===== config.mk =====
export PLATFORM = sky130hd
export DESIGN_NAME = fp_mul_post_norm_flat
export DESIGN_NICKNAME = d
export VERILOG_FILES = /design/src/rtl/fp_mul_post_norm_if.sv /design/src/rtl/fp_mul_post_norm.sv /design/src/flat_wrapper.sv
export SDC_FILE = /design/constraint.sdc
export NUM_CORES = 1
export LEC_CHECK = 0
export BUFFER_PORTS_ARGS = -buffer_cell sky130_fd_sc_hd__buf_2
export CORE_MARGIN = 1.5
export CORE_UTILIZATION = 49
export CTS_CLUSTER_SIZE = 16
export DETAILED_ROUTE_END_ITERATION = 6
export GPL_ROUTABILITY_DRIVEN = 1
export PLACE_DENSITY = 0.78
export SYNTH_ARGS = -nofsm -noshare
export SYNTH_HDL_FRONTEND = slang
export SYNTH_SLANG_ARGS = --single-unit

===== constraint.sdc =====
create_clock -name clk -period 3.1 [get_ports clk]
set_input_delay 0.31 -clock clk [delete_from_list [all_inputs] [get_ports clk]]
set_output_delay 0.31 -clock clk [all_outputs]
set_load 0.05 [all_outputs]

===== src/rtl/fp_mul_post_norm_if.sv =====
// Operand, multiplier and result signals of the floating-point multiply control path.
// The slave side is the control block; the master side is its environment (issuer, multiplier).
interface fp_mul_post_norm_if #(
    parameter int unsigned EXP_W = 5,
    parameter int unsigned MAN_W = 10
);
    localparam int unsigned W = 1 + EXP_W + MAN_W;
    localparam int unsigned N = MAN_W + 1;

    logic           in_valid;
    logic [W-1:0]   in_a;
    logic [W-1:0]   in_b;
    logic [N-1:0]   mul_x;
    logic [N-1:0]   mul_y;
    logic [2*N-1:0] mul_z;
    logic           out_valid;
    logic [W-1:0]   out_res;
    logic           out_nan;
    logic           out_ovf;
    logic           out_unf;
    logic           out_inexact;

    modport slave (
        input  in_valid, in_a, in_b, mul_z,
        output mul_x, mul_y, out_valid, out_res, out_nan, out_ovf, out_unf, out_inexact
    );

    modport master (
        output in_valid, in_a, in_b, mul_z,
        input  mul_x, mul_y, out_valid, out_res, out_nan, out_ovf, out_unf, out_inexact
    );
endinterface


===== src/rtl/fp_mul_post_norm.sv =====
// Floating-point multiply control path: unpack, tag delay line matched to the external
// mantissa multiplier, then normalise, round-to-nearest-even, pack and flag exceptions.
module fp_mul_post_norm #(
    parameter int unsigned EXP_W   = 5,
    parameter int unsigned MAN_W   = 10,
    parameter int unsigned BIAS    = 15,
    parameter int unsigned MUL_LAT = MAN_W
) (
    input logic               clk,
    input logic               rst,
    fp_mul_post_norm_if.slave bus
);
    localparam int unsigned N  = MAN_W + 1;
    localparam int unsigned ZW = 2 * N;
    localparam int unsigned W  = 1 + EXP_W + MAN_W;
    localparam int unsigned EW = EXP_W + 2;

    localparam logic signed [EW-1:0] EXP_MAX   = EW'(2 ** EXP_W - 1);
    localparam logic signed [EW-1:0] EXP_ZERO  = '0;
    localparam logic [MAN_W-1:0]     QNAN_FRAC = {1'b1, {(MAN_W - 1){1'b0}}};

    typedef enum logic [1:0] {ClsNorm, ClsZero, ClsInf, ClsNan} cls_e;

    typedef struct packed {
        logic            valid;
        logic            sign;
        logic [EW-1:0]   exp;
        cls_e            cls;
    } tag_t;

    logic               w_sa, w_sb;
    logic [EXP_W-1:0]   w_ea, w_eb;
    logic [MAN_W-1:0]   w_fa, w_fb;
    logic               w_a_max, w_b_max, w_a_zero, w_b_zero;
    tag_t               w_issue;

    assign {w_sa, w_ea, w_fa} = bus.in_a;
    assign {w_sb, w_eb, w_fb} = bus.in_b;
    assign bus.mul_x = {w_ea != '0, w_fa};
    assign bus.mul_y = {w_eb != '0, w_fb};

    assign w_a_max  = &w_ea;
    assign w_b_max  = &w_eb;
    assign w_a_zero = (w_ea == '0);
    assign w_b_zero = (w_eb == '0);

    always_comb begin
        w_issue.valid = bus.in_valid;
        w_issue.sign  = w_sa ^ w_sb;
        w_issue.exp   = EW'(w_ea) + EW'(w_eb) - EW'(BIAS);
        if ((w_a_max && (w_fa != '0)) || (w_b_max && (w_fb != '0)) ||
            (w_a_max && w_b_zero) || (w_b_max && w_a_zero)) begin
            w_issue.cls = ClsNan;
        end else if (w_a_max || w_b_max) begin
            w_issue.cls = ClsInf;
        end else if (w_a_zero || w_b_zero) begin
            w_issue.cls = ClsZero;
        end else begin
            w_issue.cls = ClsNorm;
        end
    end

    // Tag rides alongside the free-running multiplier; it meets mul_z at the last stage.
    tag_t r_dl [MUL_LAT];

    always_ff @(posedge clk) begin
        if (rst) begin
            for (int i = 0; i < int'(MUL_LAT); i++) r_dl[i] <= '0;
        end else begin
            r_dl[0] <= w_issue;
            for (int i = 1; i < int'(MUL_LAT); i++) r_dl[i] <= r_dl[i-1];
        end
    end

    tag_t                   w_p0;
    logic [ZW-1:0]          w_z;
    logic [MAN_W-1:0]       w_m;
    logic                   w_g, w_s;
    logic signed [EW-1:0]   w_e;

    assign w_p0 = r_dl[MUL_LAT-1];
    assign w_z  = bus.mul_z;

    always_comb begin
        if (w_z[ZW-1]) begin
            w_m = w_z[ZW-2 -: MAN_W];
            w_g = w_z[N-1];
            w_s = |w_z[N-2:0];
            w_e = $signed(w_p0.exp) + EW'(1);
        end else begin
            w_m = w_z[ZW-3 -: MAN_W];
            w_g = w_z[N-2];
            w_s = |w_z[N-3:0];
            w_e = $signed(w_p0.exp);
        end
    end

    logic                   r_p1_valid, r_p1_sign, r_p1_g, r_p1_s;
    logic signed [EW-1:0]   r_p1_exp;
    cls_e                   r_p1_cls;
    logic [MAN_W-1:0]       r_p1_m;

    always_ff @(posedge clk) begin
        if (rst) begin
            r_p1_valid <= 1'b0;
            r_p1_sign  <= 1'b0;
            r_p1_exp   <= '0;
            r_p1_cls   <= ClsNorm;
            r_p1_m     <= '0;
            r_p1_g     <= 1'b0;
            r_p1_s     <= 1'b0;
        end else begin
            r_p1_valid <= w_p0.valid;
            r_p1_sign  <= w_p0.sign;
            r_p1_exp   <= w_e;
            r_p1_cls   <= w_p0.cls;
            r_p1_m     <= w_m;
            r_p1_g     <= w_g;
            r_p1_s     <= w_s;
        end
    end

    logic                   w_rnd_up;
    logic [MAN_W:0]         w_m_sum;
    logic signed [EW-1:0]   w_e_r;
    logic [W-1:0]           w_res;
    logic                   w_nan, w_ovf, w_unf, w_inexact;

    // A carry out of the rounded fraction means it wrapped to zero: bump the exponent.
    assign w_rnd_up = r_p1_g & (r_p1_s | r_p1_m[0]);
    assign w_m_sum  = {1'b0, r_p1_m} + (MAN_W + 1)'(w_rnd_up);
    assign w_e_r    = r_p1_exp + EW'(w_m_sum[MAN_W]);

    always_comb begin
        w_res     = '0;
        w_nan     = 1'b0;
        w_ovf     = 1'b0;
        w_unf     = 1'b0;
        w_inexact = 1'b0;
        if (r_p1_valid) begin
            unique case (r_p1_cls)
                ClsNan:  begin
                    w_res = {1'b0, {EXP_W{1'b1}}, QNAN_FRAC};
                    w_nan = 1'b1;
                end
                ClsInf:  w_res = {r_p1_sign, {EXP_W{1'b1}}, {MAN_W{1'b0}}};
                ClsZero: w_res = {r_p1_sign, {(EXP_W + MAN_W){1'b0}}};
                default: begin
                    if (w_e_r >= EXP_MAX) begin
                        w_res     = {r_p1_sign, {EXP_W{1'b1}}, {MAN_W{1'b0}}};
                        w_ovf     = 1'b1;
                        w_inexact = 1'b1;
                    end else if (w_e_r <= EXP_ZERO) begin
                        w_res     = {r_p1_sign, {(EXP_W + MAN_W){1'b0}}};
                        w_unf     = 1'b1;
                        w_inexact = 1'b1;
                    end else begin
                        w_res     = {r_p1_sign, w_e_r[EXP_W-1:0], w_m_sum[MAN_W-1:0]};
                        w_inexact = r_p1_g | r_p1_s;
                    end
                end
            endcase
        end
    end

    logic           r_out_valid, r_out_nan, r_out_ovf, r_out_unf, r_out_inexact;
    logic [W-1:0]   r_out_res;

    always_ff @(posedge clk) begin
        if (rst) begin
            r_out_valid   <= 1'b0;
            r_out_res     <= '0;
            r_out_nan     <= 1'b0;
            r_out_ovf     <= 1'b0;
            r_out_unf     <= 1'b0;
            r_out_inexact <= 1'b0;
        end else begin
            r_out_valid   <= r_p1_valid;
            r_out_res     <= w_res;
            r_out_nan     <= w_nan;
            r_out_ovf     <= w_ovf;
            r_out_unf     <= w_unf;
            r_out_inexact <= w_inexact;
        end
    end

    assign bus.out_valid   = r_out_valid;
    assign bus.out_res     = r_out_res;
    assign bus.out_nan     = r_out_nan;
    assign bus.out_ovf     = r_out_ovf;
    assign bus.out_unf     = r_out_unf;
    assign bus.out_inexact = r_out_inexact;
endmodule


===== src/flat_wrapper.sv =====
// flat-port wrapper written by rule: the top's interface ports become plain ports
module fp_mul_post_norm_flat 
#(
    parameter int unsigned EXP_W   = 5,
    parameter int unsigned MAN_W   = 10,
    parameter int unsigned BIAS    = 15,
    parameter int unsigned MUL_LAT = MAN_W
)
  (clk, rst, bus_in_valid, bus_in_a, bus_in_b, bus_mul_z, bus_mul_x, bus_mul_y, bus_out_valid, bus_out_res, bus_out_nan, bus_out_ovf, bus_out_unf, bus_out_inexact);
  fp_mul_post_norm_if #(.EXP_W(EXP_W), .MAN_W(MAN_W)) bus_i ();
  input logic clk;
  input logic rst;
  input wire logic [$bits(bus_i.in_valid)-1:0] bus_in_valid;
  input wire logic [$bits(bus_i.in_a)-1:0] bus_in_a;
  input wire logic [$bits(bus_i.in_b)-1:0] bus_in_b;
  input wire logic [$bits(bus_i.mul_z)-1:0] bus_mul_z;
  output wire logic [$bits(bus_i.mul_x)-1:0] bus_mul_x;
  output wire logic [$bits(bus_i.mul_y)-1:0] bus_mul_y;
  output wire logic [$bits(bus_i.out_valid)-1:0] bus_out_valid;
  output wire logic [$bits(bus_i.out_res)-1:0] bus_out_res;
  output wire logic [$bits(bus_i.out_nan)-1:0] bus_out_nan;
  output wire logic [$bits(bus_i.out_ovf)-1:0] bus_out_ovf;
  output wire logic [$bits(bus_i.out_unf)-1:0] bus_out_unf;
  output wire logic [$bits(bus_i.out_inexact)-1:0] bus_out_inexact;
  assign bus_i.in_valid = bus_in_valid;
  assign bus_i.in_a = bus_in_a;
  assign bus_i.in_b = bus_in_b;
  assign bus_i.mul_z = bus_mul_z;
  assign bus_mul_x = bus_i.mul_x;
  assign bus_mul_y = bus_i.mul_y;
  assign bus_out_valid = bus_i.out_valid;
  assign bus_out_res = bus_i.out_res;
  assign bus_out_nan = bus_i.out_nan;
  assign bus_out_ovf = bus_i.out_ovf;
  assign bus_out_unf = bus_i.out_unf;
  assign bus_out_inexact = bus_i.out_inexact;
  fp_mul_post_norm #(.EXP_W(EXP_W), .MAN_W(MAN_W), .BIAS(BIAS), .MUL_LAT(MUL_LAT)) u_core (.clk(clk), .rst(rst), .bus(bus_i));
endmodule

### Yosys cells after proc, flatten, opt, wreduce, memory -nomap -nowiden

Memory sizes are Yosys's and may differ from the RTL's.
Index checks and enable logic that the tools add are counted.
W data, S select, Z words.

* register bits after elaboration: 44
* bits in writable memories: 110
* bits of input ports: 57
* logic and storage cells: 89
* memories kept: 1

Memory list
* u_core.r_dl: words 10, width 11, rd ports 10, clocked after Yosys merged registers in 0, wr ports 10, RTL line fp_mul_post_norm.sv:64 `tag_t r_dl [MUL_LAT];`

* add/subtract/negate cells: 5
* $lt $le $gt $ge: 2
* equal/unequal tests: 3
* muxes and demuxes: 28
* bitwise logic cells: 15
* reductions and logical operators: 22

Operators by type and width (number)
* $mux W11: 10
* $pmux W16 S3: 1
* $mux W15: 2
* $reduce_bool A10 Y1: 2
* $or A1 B1 Y1: 12
* $add A10 B1 Y11: 1
* $mux W1: 11
* $logic_not A5 Y1: 2
* $mux W10: 1
* $reduce_and A5 Y1: 2
* $reduce_bool A5 Y1: 2
* $reduce_or A10 Y1: 1
* $reduce_or A9 Y1: 1
* $add A7 B1 Y7: 1
* $add A7 B2 Y7 const B: 1
* $ge A7 B6 Y1 const B: 1
* $le A7 B1 Y1 const B: 1
* $mux W7: 1
* $sub A7 B4 Y7 const B: 1
* $add A5 B5 Y6: 1
* $reduce_or A6 Y1: 1
* $logic_or A1 B1 Y1: 5
* $reduce_or A5 Y1: 1
* $eq A2 B2 Y1 const B: 2
* 7 further kinds: 11

### Depth between registers and ports, before layout

Gate-level depths: netlist of the first run.

* depth in word-level cells: 8
* gate-level depth with buffers: 13
* depth with buffers taken out: 12

### Worst setup path before layout of the first run

OpenSTA, ideal clock, no wires.

* kind: register -> register
* from: reg u_core.r_p1_s
* to: reg u_core.r_out_res[2], in the netlist u_core.bus.out_res[2]
* data arrival time: 2.760 ns
* data required time: 3.036 ns
* slack: 0.277 ns
* cell stages (with the launch flop): 14
* buffers on the path: 1
* clock period less this slack: 2.823 ns
* path through: dfxtp_1 -> o21a_1 -> ha_1 -> ha_1 -> nand3_1 -> nor2_1 -> ha_1 -> ha_1 -> and4bb_1 -> o31ai_2 -> nor2_1 -> or4_1 -> buf_6 -> nor2_1

* word-level cells in the longest chain between the ends: 8
* elaborated cells on any way between the ends: 9
* those cells by class: 2 x add/sub; 2 x order compare; 3 x mux; 2 x bitwise

Ends and longest elaborated chain
* start, declared: RTL line fp_mul_post_norm.sv:98 `logic r_p1_valid, r_p1_sign, r_p1_g, r_p1_s;`
* start signal, assigned: RTL line fp_mul_post_norm.sv:119 `r_p1_s <= w_s;`
* $or A1 B1 Y1 (*): RTL line fp_mul_post_norm.sv:130 `assign w_rnd_up = r_p1_g & (r_p1_s | r_p1_m[0]);`
* $and A1 B1 Y1 (*): RTL line fp_mul_post_norm.sv:130
* $add A10 B1 Y11 (*): RTL line fp_mul_post_norm.sv:131 `assign w_m_sum = {1'b0, r_p1_m} + (MAN_W + 1)'(w_rnd_up);`
* $add A7 B1 Y7: RTL line fp_mul_post_norm.sv:132 `assign w_e_r = r_p1_exp + EW'(w_m_sum[MAN_W]);`
* $le A7 B1 Y1: RTL line fp_mul_post_norm.sv:153 `end else if (w_e_r <= EXP_ZERO) begin`
* $mux W15: RTL line fp_mul_post_norm.sv:153
* $mux W15 (*): RTL line fp_mul_post_norm.sv:149 `if (w_e_r >= EXP_MAX) begin`
* $pmux W16 S3 (*): RTL line fp_mul_post_norm.sv:141 `unique case (r_p1_cls)`
* end signal, assigned: RTL line fp_mul_post_norm.sv:179 `r_out_res <= w_res;`
* end, declared: RTL line fp_mul_post_norm.sv:167 `logic [W-1:0] r_out_res;`

Every way passes the cells marked *; elsewhere a longest branch is shown, timed or not.
A chain may end at the register's enable or synchronous reset.

### Worst setup path after layout of the first run

* from: reg u_core.r_p1_s
* to: reg u_core.r_out_res[6], in the netlist u_core.bus.out_res[6]

The elaborated chain is that of the path after synthesis.

==> results of run 1 <==
-- state kept, by name, summed over array words and instances, names as in the netlist, 2 cells and up --
register / cells
u_core.r_dl: 110
u_core.bus.out_res: 16
u_core.r_p1_m: 10
u_core.r_p1_exp: 7
u_core.r_p1_cls: 2
-- worst register-to-register path: stages (launching register included) --
cell and delay, ns:
sky130_fd_sc_hd__dfxtp_1 0.33, sky130_fd_sc_hd__o21a_1 0.13, sky130_fd_sc_hd__ha_1 0.21, sky130_fd_sc_hd__ha_2 0.23
sky130_fd_sc_hd__nand3_1 0.14, sky130_fd_sc_hd__nor2_1 0.16, sky130_fd_sc_hd__ha_2 0.24, sky130_fd_sc_hd__ha_2 0.25
sky130_fd_sc_hd__and4_4 0.23, sky130_fd_sc_hd__nand2_1 0.12, sky130_fd_sc_hd__xnor2_1 0.21, sky130_fd_sc_hd__or4_4 0.51
sky130_fd_sc_hd__nor2_1 0.15
-- stage by stage --
stage                     hold slack (ns)  total power [µW]  std cells  instance area, µm²
after floorplan                     0.414              2280        494                5240
after global placement              0.416              2340        690                5670
after detailed placement            0.420              2350        690                5670
after CTS                          0.0159              4200        723                6220
after global routing               0.0298              4320        723                6230
final                              0.0464              4150        723                6230
-- logic make-up after synthesis --
| group | Yosys count |
|---|---|
| AOI/OAI and AO/OA | 36 |
| xor gates and xnor gates | 25 |
| adders and majority gates | 12 |
| buffers and inverters | 46 |
| DFF | 154 |
| muxes | 12 |
| and+or+nand+nor | 209 |
-- final timing paths --
kind | slack, ns | startpoint | to
max | 0.16 | u_core.r_p1_s | u_core.bus.out_res[6]
min | 0.05 | bus_mul_z[15] | u_core.r_p1_m[5]
max reg2reg | 0.16 | u_core.r_p1_s | u_core.bus.out_res[6]
min reg2reg | 0.43 | u_core.r_dl[0][98] | u_core.r_dl[0][109]
-- routing by layer --
| layer | up-vias | wire length, µm | share of wire | GRT usage |
|---|---|---|---|---|
| li1 | 1758 | - | - | - |
| met1 | 1603 | 3260 | 0.39 | 0.149 |
| met2 | 120 | 4390 | 0.53 | 0.293 |
| met3 | 16 | 458 | 0.055 | 0.0478 |
| met4 | 0 | 153 | 0.019 | 0.0936 |
| met5 | - | 0 | 0 | 0 |
-- layout by cell type (no fill, tap or decap), types with 2 or more instances in the layout --
master                       instances
sky130_fd_sc_hd__nor2_1             50
sky130_fd_sc_hd__a21o_1              3
sky130_fd_sc_hd__and3_1              5
sky130_fd_sc_hd__nor2b_1           105
sky130_fd_sc_hd__a311oi_1            2
sky130_fd_sc_hd__clkbuf_16          16
sky130_fd_sc_hd__nor3_1              6
sky130_fd_sc_hd__mux2i_1            12
sky130_fd_sc_hd__o21ai_0             4
sky130_fd_sc_hd__ha_1                8
sky130_fd_sc_hd__xnor2_1            11
sky130_fd_sc_hd__nor4_1              6
sky130_fd_sc_hd__dfxtp_1           154
sky130_fd_sc_hd__inv_1               4
sky130_fd_sc_hd__ha_2                3
sky130_fd_sc_hd__a21oi_1             9
sky130_fd_sc_hd__a31oi_1             7
sky130_fd_sc_hd__a211oi_1            3
sky130_fd_sc_hd__o21a_1              2
sky130_fd_sc_hd__nand2_1            14
sky130_fd_sc_hd__buf_2              98
sky130_fd_sc_hd__or3_1               4
sky130_fd_sc_hd__inv_8               2
sky130_fd_sc_hd__nand4_1             4
sky130_fd_sc_hd__inv_6               8
sky130_fd_sc_hd__buf_4               3
sky130_fd_sc_hd__clkinvlp_4          3
sky130_fd_sc_hd__clkinv_2            2
sky130_fd_sc_hd__nand3_1            10
sky130_fd_sc_hd__xor2_1             14
-- report_power, final --
group          internal, µW  leakage (µW)  switching [µW]
Clock                  1010      0.000261             833
Sequential             2030       0.00125            16.3
Combinational           102       0.00115             159
Total                  3140       0.00266            1010
-- layout make-up --
| cell class | count | share of cell area |
|---|---|---|
| Sequential cell | 154 | 0.495 |
| Multi-Input combinational cell | 294 | 0.304 |
| Clock inverter | 15 | 0.0201 |
| Timing Repair Buffer | 102 | 0.0840 |
| Tap cell | 136 | 0.0273 |
| Inverter | 5 | 0.00301 |
| Clock buffer | 17 | 0.0665 |
-- repair_timing --
action	CTS	global route
gates resized for setup	1	4
setup endpoints to repair	10	10
endpoints found under the hold margin	1	0
pin swaps	0	0
hold buffers	1	0
==> impl_metrics.yaml, run 1 <==
clock_network:
  clock_tree.root_cell: "sky130_fd_sc_hd__clkbuf_8"
  clock_sinks: 154
  postCtsSetupRepairBufs: 0
  clkLatencyLatePin_ns: 0.51
  tritoncts: "yes"
  clock_path_buffers: 2
  cts-htree-levels: 4
  tritoncts.num_buffers: 17
  clk_pin_slew_ns: 0.07
setup_path:
  critical-path-slowest-cell: "sky130_fd_sc_hd__or4_4"
  critical_path_arrival_ns: 3.38
  worstSetupPathDepth: 12
  path_common_cell: "sky130_fd_sc_hd__ha_2"
  worst_setup_path_end_kind: "flip-flop"
  crit_path_cell_chain: "o21a_1 -> ha_1 -> ha_2 -> nand3_1 -> nor2_1 -> ha_2 -> ha_2 -> and4_4 -> nand2_1 -> xnor2_1 -> or4_4 -> nor2_1"
  startpoint_type: "flip-flop"
  peak_per_stage_delay_on_the_critical_path_ns: 0.51
  critical_path_required_ns: 3.54
  r2r_cells: 12
  crit_family: "simple AND/OR/NAND/NOR gates"
  worstSetupPathType: "flip-flop to flip-flop"
  critPathBufInv: 0
  highest_fanout_seen_on_the_critical_path: 10
grt:
  global_route.usage.total: 0.157
  pin_count_of_the_biggest_net_entering_global_routing: 92
  grt-ovfl-total: 0
  grt_first_pass_wirelength_mm: 14.1
  grt_pass1_vias: 3500
  antenna_found_initial: 0
sta:
  setup_viol: 0
  fin_skew_ns: 0.00934
  postLayoutSetupSlackWorst_ns: 0.160
  worst-slew-pin-transition_ns: 0.813
  timing.final.crit_period_ns: 2.94
  final.setup.tns_ns: 0
  max_slew_margin: 0.458
  finalCritPeriodShare: 0.949
  report.final.hold_viol_count: 0
  timing_max_transition_violations_final: 0
  max_freq_ghz: 0.340
synthesis:
  synth-seq-area-share: 0.589
  parity_gate_share_of_the_synthesized_area_counting_xor_and_xnor_cells: 0.0418
  compound_gate_fraction_of_synth_area: 0.0459
  synth_enable_flop_cells: 0
  asyncSetResetFlopFracSynth: 0
  yosysMostFrequentCell: "sky130_fd_sc_hd__dfxtp_1"
  yosys.area_share.simple: 0.218
  main_combinational_cell_family_by_area_after_synthesis: "simple AND/OR/NAND/NOR gates"
  post_synth_fa_ha_maj_area_fraction: 0.0301
  syn_nets: 563
  synth.top_cells.by_count: "154 x sky130_fd_sc_hd__dfxtp_1, 105 x sky130_fd_sc_hd__nor2b_1, 50 x sky130_fd_sc_hd__nor2_1, 22 x sky130_fd_sc_hd__buf_4"
  synthCells: 494
  yosys_most_used_dff: "sky130_fd_sc_hd__dfxtp_1"
  mux_share_of_post_synthesis_cell_area: 0.0229
  synthesis.area_mm2: 0.00524
  synth_area_leader_cell: "sky130_fd_sc_hd__dfxtp_1"
  post-synth-top-area-fraction: 0.589
  mean_cell_area_of_the_mapped_netlist_um2: 10.6
  synth_cell_types: 38
  synthesis.yosys.warnings: 0
  postSynthRegisterBits: 154
  ys_top_cells_by_area: "sky130_fd_sc_hd__dfxtp_1 59%, sky130_fd_sc_hd__nor2b_1 13%, sky130_fd_sc_hd__nor2_1 3.6%"
power_and_ir_drop:
  irDropWorstVdd_mv: 0.345
  power.density_mw_per_mm2: 666
  total_leakage_power_uw: 0.00266
routing:
  route.detailed.drc: 0
  routed-via-count: 3497
  drtAntennaViolNets: 0
  routed_wirelength_mm: 8.26
  drt_iter0_drc: 106
  wl_per_cell_um: 11.4
  viasPerCell: 4.84
  drt_pre_antenna_iters: 4
placed_design:
  place_worst_setup_slack_ns: -0.00444
  buffer_ports.inserted: 99
  finalWeightedCongestion: 0.871
  place.detailed.hpwl_mm: 5.59
run:
  drv.max_cap_violation_count: 0
cells_and_area:
  areaGrowthSynthToFinish_pct: 18.9
  fill_cells: 846
  layout-drive-gt1-share: 0.240
  nNetsFinal: 643
  multi_input_area_mm2: 0.00189
  diodes: 0
  finish.utilization: 0.603
  ff_latch_area_mm2: 0.00308
die:
  die_h_um: 106
  floorplan.die.width_um: 106
  num_rows: 37
  number_of_top_level_pins: 100
  coreArea_mm2: 0.0103
  fp.dieArea_mm2: 0.0113
  initial_core_util: 0.507
hold_path:
  min_path_type: "input port to flip-flop"
  whs_path_depth: 3
outcome:
  outcome: "finished clean"
Power figures use the tool's default switching activity.
==> inputs of run 2 (changes only) <==
--- a/config.mk
+++ b/config.mk
@@ -6,11 +6,12 @@
 export NUM_CORES = 1
 export LEC_CHECK = 0
-export BUFFER_PORTS_ARGS = -buffer_cell sky130_fd_sc_hd__buf_2
+export CAP_MARGIN = 15
 export CORE_MARGIN = 1.5
 export CORE_UTILIZATION = 49
 export CTS_CLUSTER_SIZE = 16
 export DETAILED_ROUTE_END_ITERATION = 6
+export DONT_BUFFER_PORTS = 1
 export GPL_ROUTABILITY_DRIVEN = 1
-export PLACE_DENSITY = 0.78
+export PLACE_DENSITY = 0.7
 export SYNTH_ARGS = -nofsm -noshare
 export SYNTH_HDL_FRONTEND = slang
==> constraint.sdc (replaced) <==
create_clock -name clk -period 3.1 [get_ports clk]
set_input_delay 0.31 -clock clk [delete_from_list [all_inputs] [get_ports clk]]
set_output_delay 0.31 -clock clk [all_outputs]
set_load 0.01 [all_outputs]
==> run 2 against run 1 <==
Net effect:
- cell count shrank 11%
- routed wire length shrank 5.8%
- via count shrank 9.8%
- power shrank 0.69%
- setup slack gained 0.029 ns
- clock power grew 3%
- sequential power is essentially flat
- core utilization shrank 2.4 points
- critical path depth is the same
- fmax grew 1.0%
- first-iteration DRC count grew 36%
- clock skew shrank 0.0020 ns
- largest power group unchanged
- highest routed layer unchanged
==> impl_metrics.yaml, run 2 (synthesized netlist as in run 1, its figures left out) <==
cells_and_area:
  diodes: 0
  layout_common_cells: "154 x sky130_fd_sc_hd__dfxtp_1, 105 x sky130_fd_sc_hd__nor2b_1, 50 x sky130_fd_sc_hd__nor2_1, 23 x sky130_fd_sc_hd__dlygate4sd3_1, 16 x sky130_fd_sc_hd__clkbuf_16"
  areaGrowthSynthToFinish_pct: 14.2
  regMostFlops: "u_core.r_dl"
  largest_register_ffs: 110
  fill_cells: 862
  ff_latch_area_mm2: 0.00308
  multi_input_area_mm2: 0.00189
  nNetsFinal: 565
  most_common_cell_after_layout_fill_and_taps_aside: "sky130_fd_sc_hd__dfxtp_1"
  layout-drive-gt1-share: 0.0747
  finish.utilization: 0.579
routing:
  drt_iter0_drc: 144
  routed_metal_1_wire_length_mm: 3.17
  routed_wirelength_mm: 7.78
  drt_pre_antenna_iters: 4
  met2WireLength_mm: 4.08
  routed-via-count: 3153
  sum_of_met3_wire_segment_lengths_after_detailed_routing_um: 382
  drtAntennaViolNets: 0
  wl_per_cell_um: 12.1
  viasPerCell: 4.89
  dr.max_layer_used: "met4"
  route.detailed.drc: 0
die:
  floorplan.die.width_um: 106
  coreArea_mm2: 0.0103
  num_rows: 37
  die_h_um: 106
  fp.dieArea_mm2: 0.0113
  number_of_top_level_pins: 100
  initial_core_util: 0.507
setup_path:
  worst_setup_path_end_kind: "flip-flop"
  critical_path_arrival_ns: 3.34
  highest_fanout_seen_on_the_critical_path: 10
  startpoint_type: "flip-flop"
  worstSetupPathType: "flip-flop to flip-flop"
  critical_path_required_ns: 3.53
sta:
  unrepaired_setup_endpoints_after_global_routing: "false"
  timing.final.crit_period_ns: 2.91
  max_freq_ghz: 0.344
  postLayoutSetupSlackWorst_ns: 0.189
  worst-slew-pin-transition_ns: 0.813
  setup_viol: 0
  finalCritPeriodShare: 0.939
  report.final.hold_viol_count: 0
  max_slew_margin: 0.456
  fin_skew_ns: 0.00730
  timing_max_transition_violations_final: 0
placed_design:
  buffer_ports.inserted: 0
  finalWeightedCongestion: 0.818
  place.detailed.hpwl_mm: 4.81
  place_worst_setup_slack_ns: -0.0354
grt:
  global_route.usage.total: 0.149
  pin_count_of_the_biggest_net_entering_global_routing: 134
  grt_pass1_vias: 3099
  antenna_found_initial: 0
  grt-ovfl-total: 0
  grt_first_pass_wirelength_mm: 13.2
hold_path:
  min_path_type: "input port to flip-flop"
power_and_ir_drop:
  total_leakage_power_uw: 0.00234
  irDropWorstVdd_mv: 0.502
  power.density_mw_per_mm2: 689
clock_network:
  tritoncts.num_buffers: 17
  clkLatencyLatePin_ns: 0.50
  clock_path_buffers: 2
  postCtsSetupRepairBufs: 0
  tritoncts: "yes"
  clock_tree.root_cell: "sky130_fd_sc_hd__clkbuf_8"
  clock_sinks: 154
  clk_pin_slew_ns: 0.06
  cts-htree-levels: 4
outcome:
  outcome: "finished clean"
run:
  drv.max_cap_violation_count: 0
run 2: final cells by class:
class | instances | share of cell area
inverters | 5 | 0.00314
clock inverters | 11 | 0.0186
multi-input cells | 294 | 0.316
repair buffers | 24 | 0.0431
clock buffers | 21 | 0.0751
flip-flops and latches | 154 | 0.515
well taps | 136 | 0.0284
run 2: report_power, final:
group	internal, µW	leakage [µW]	switching [µW]
sequential	2030	0.00125	15.4
combinational	90.3	0.000830	88.2
clock	1120	0.000258	778
total	3240	0.00234	882
run 2: worst paths after layout:
check / from / end / slack [ns] / depth (start not counted)
min reg2reg: u_core.r_dl[0][88] / u_core.r_dl[0][99] / 0.42 / 1
max reg2reg: u_core.r_p1_s / u_core.bus.out_res[9] / 0.19 / 12
min: bus_mul_z[8] / u_core.r_p1_s / 0.02 / 2
max: u_core.r_p1_s / u_core.bus.out_res[9] / 0.19 / 12
run 2: routing by layer:
| layer | vias to the layer above | track usage |
|---|---|---|
| met1 | 1450 | 0.151 |
| met3 | 14 | 0.0558 |
| met5 | - | 0 |
| li1 | 1602 | - |
| met2 | 87 | 0.270 |
| met4 | 0 | 0.0705 |
run 2: per-stage QoR:
stage / std cells / TNS (ns) / instance area (µm²) / hold WS, ns / total power [µW]
final: 645 / 0 / 5980 / 0.0214 / 4120
after global routing: 645 / 0 / 5980 / 0.0200 / 4290
after CTS: 645 / 0 / 5970 / 0.00143 / 4160
after detailed placement: 589 / -0.165 / 5150 / 0.392 / 2210
after global placement: 589 / 0 / 5150 / 0.395 / 2200
after floorplan: 494 / 0 / 5240 / 0.414 / 2240
run 2: timing repair:
action,in CTS,in global routing
gates cloned,0,0
hold buffers,24,0
resized for setup,1,2
setup endpoints to repair,10,14
endpoints found under the hold margin,133,0
run 2: critical path: stages (launching register included):
cell and delay [ns]:
sky130_fd_sc_hd__dfxtp_1 0.31, sky130_fd_sc_hd__o21a_1 0.19, sky130_fd_sc_hd__ha_1 0.21, sky130_fd_sc_hd__ha_1 0.23, sky130_fd_sc_hd__nand3_2 0.11, sky130_fd_sc_hd__nor2_1 0.06
sky130_fd_sc_hd__ha_1 0.21, sky130_fd_sc_hd__ha_2 0.22, sky130_fd_sc_hd__and4bb_1 0.20, sky130_fd_sc_hd__o31ai_2 0.25, sky130_fd_sc_hd__nor2_1 0.09, sky130_fd_sc_hd__or4_4 0.61
sky130_fd_sc_hd__o22ai_2 0.13
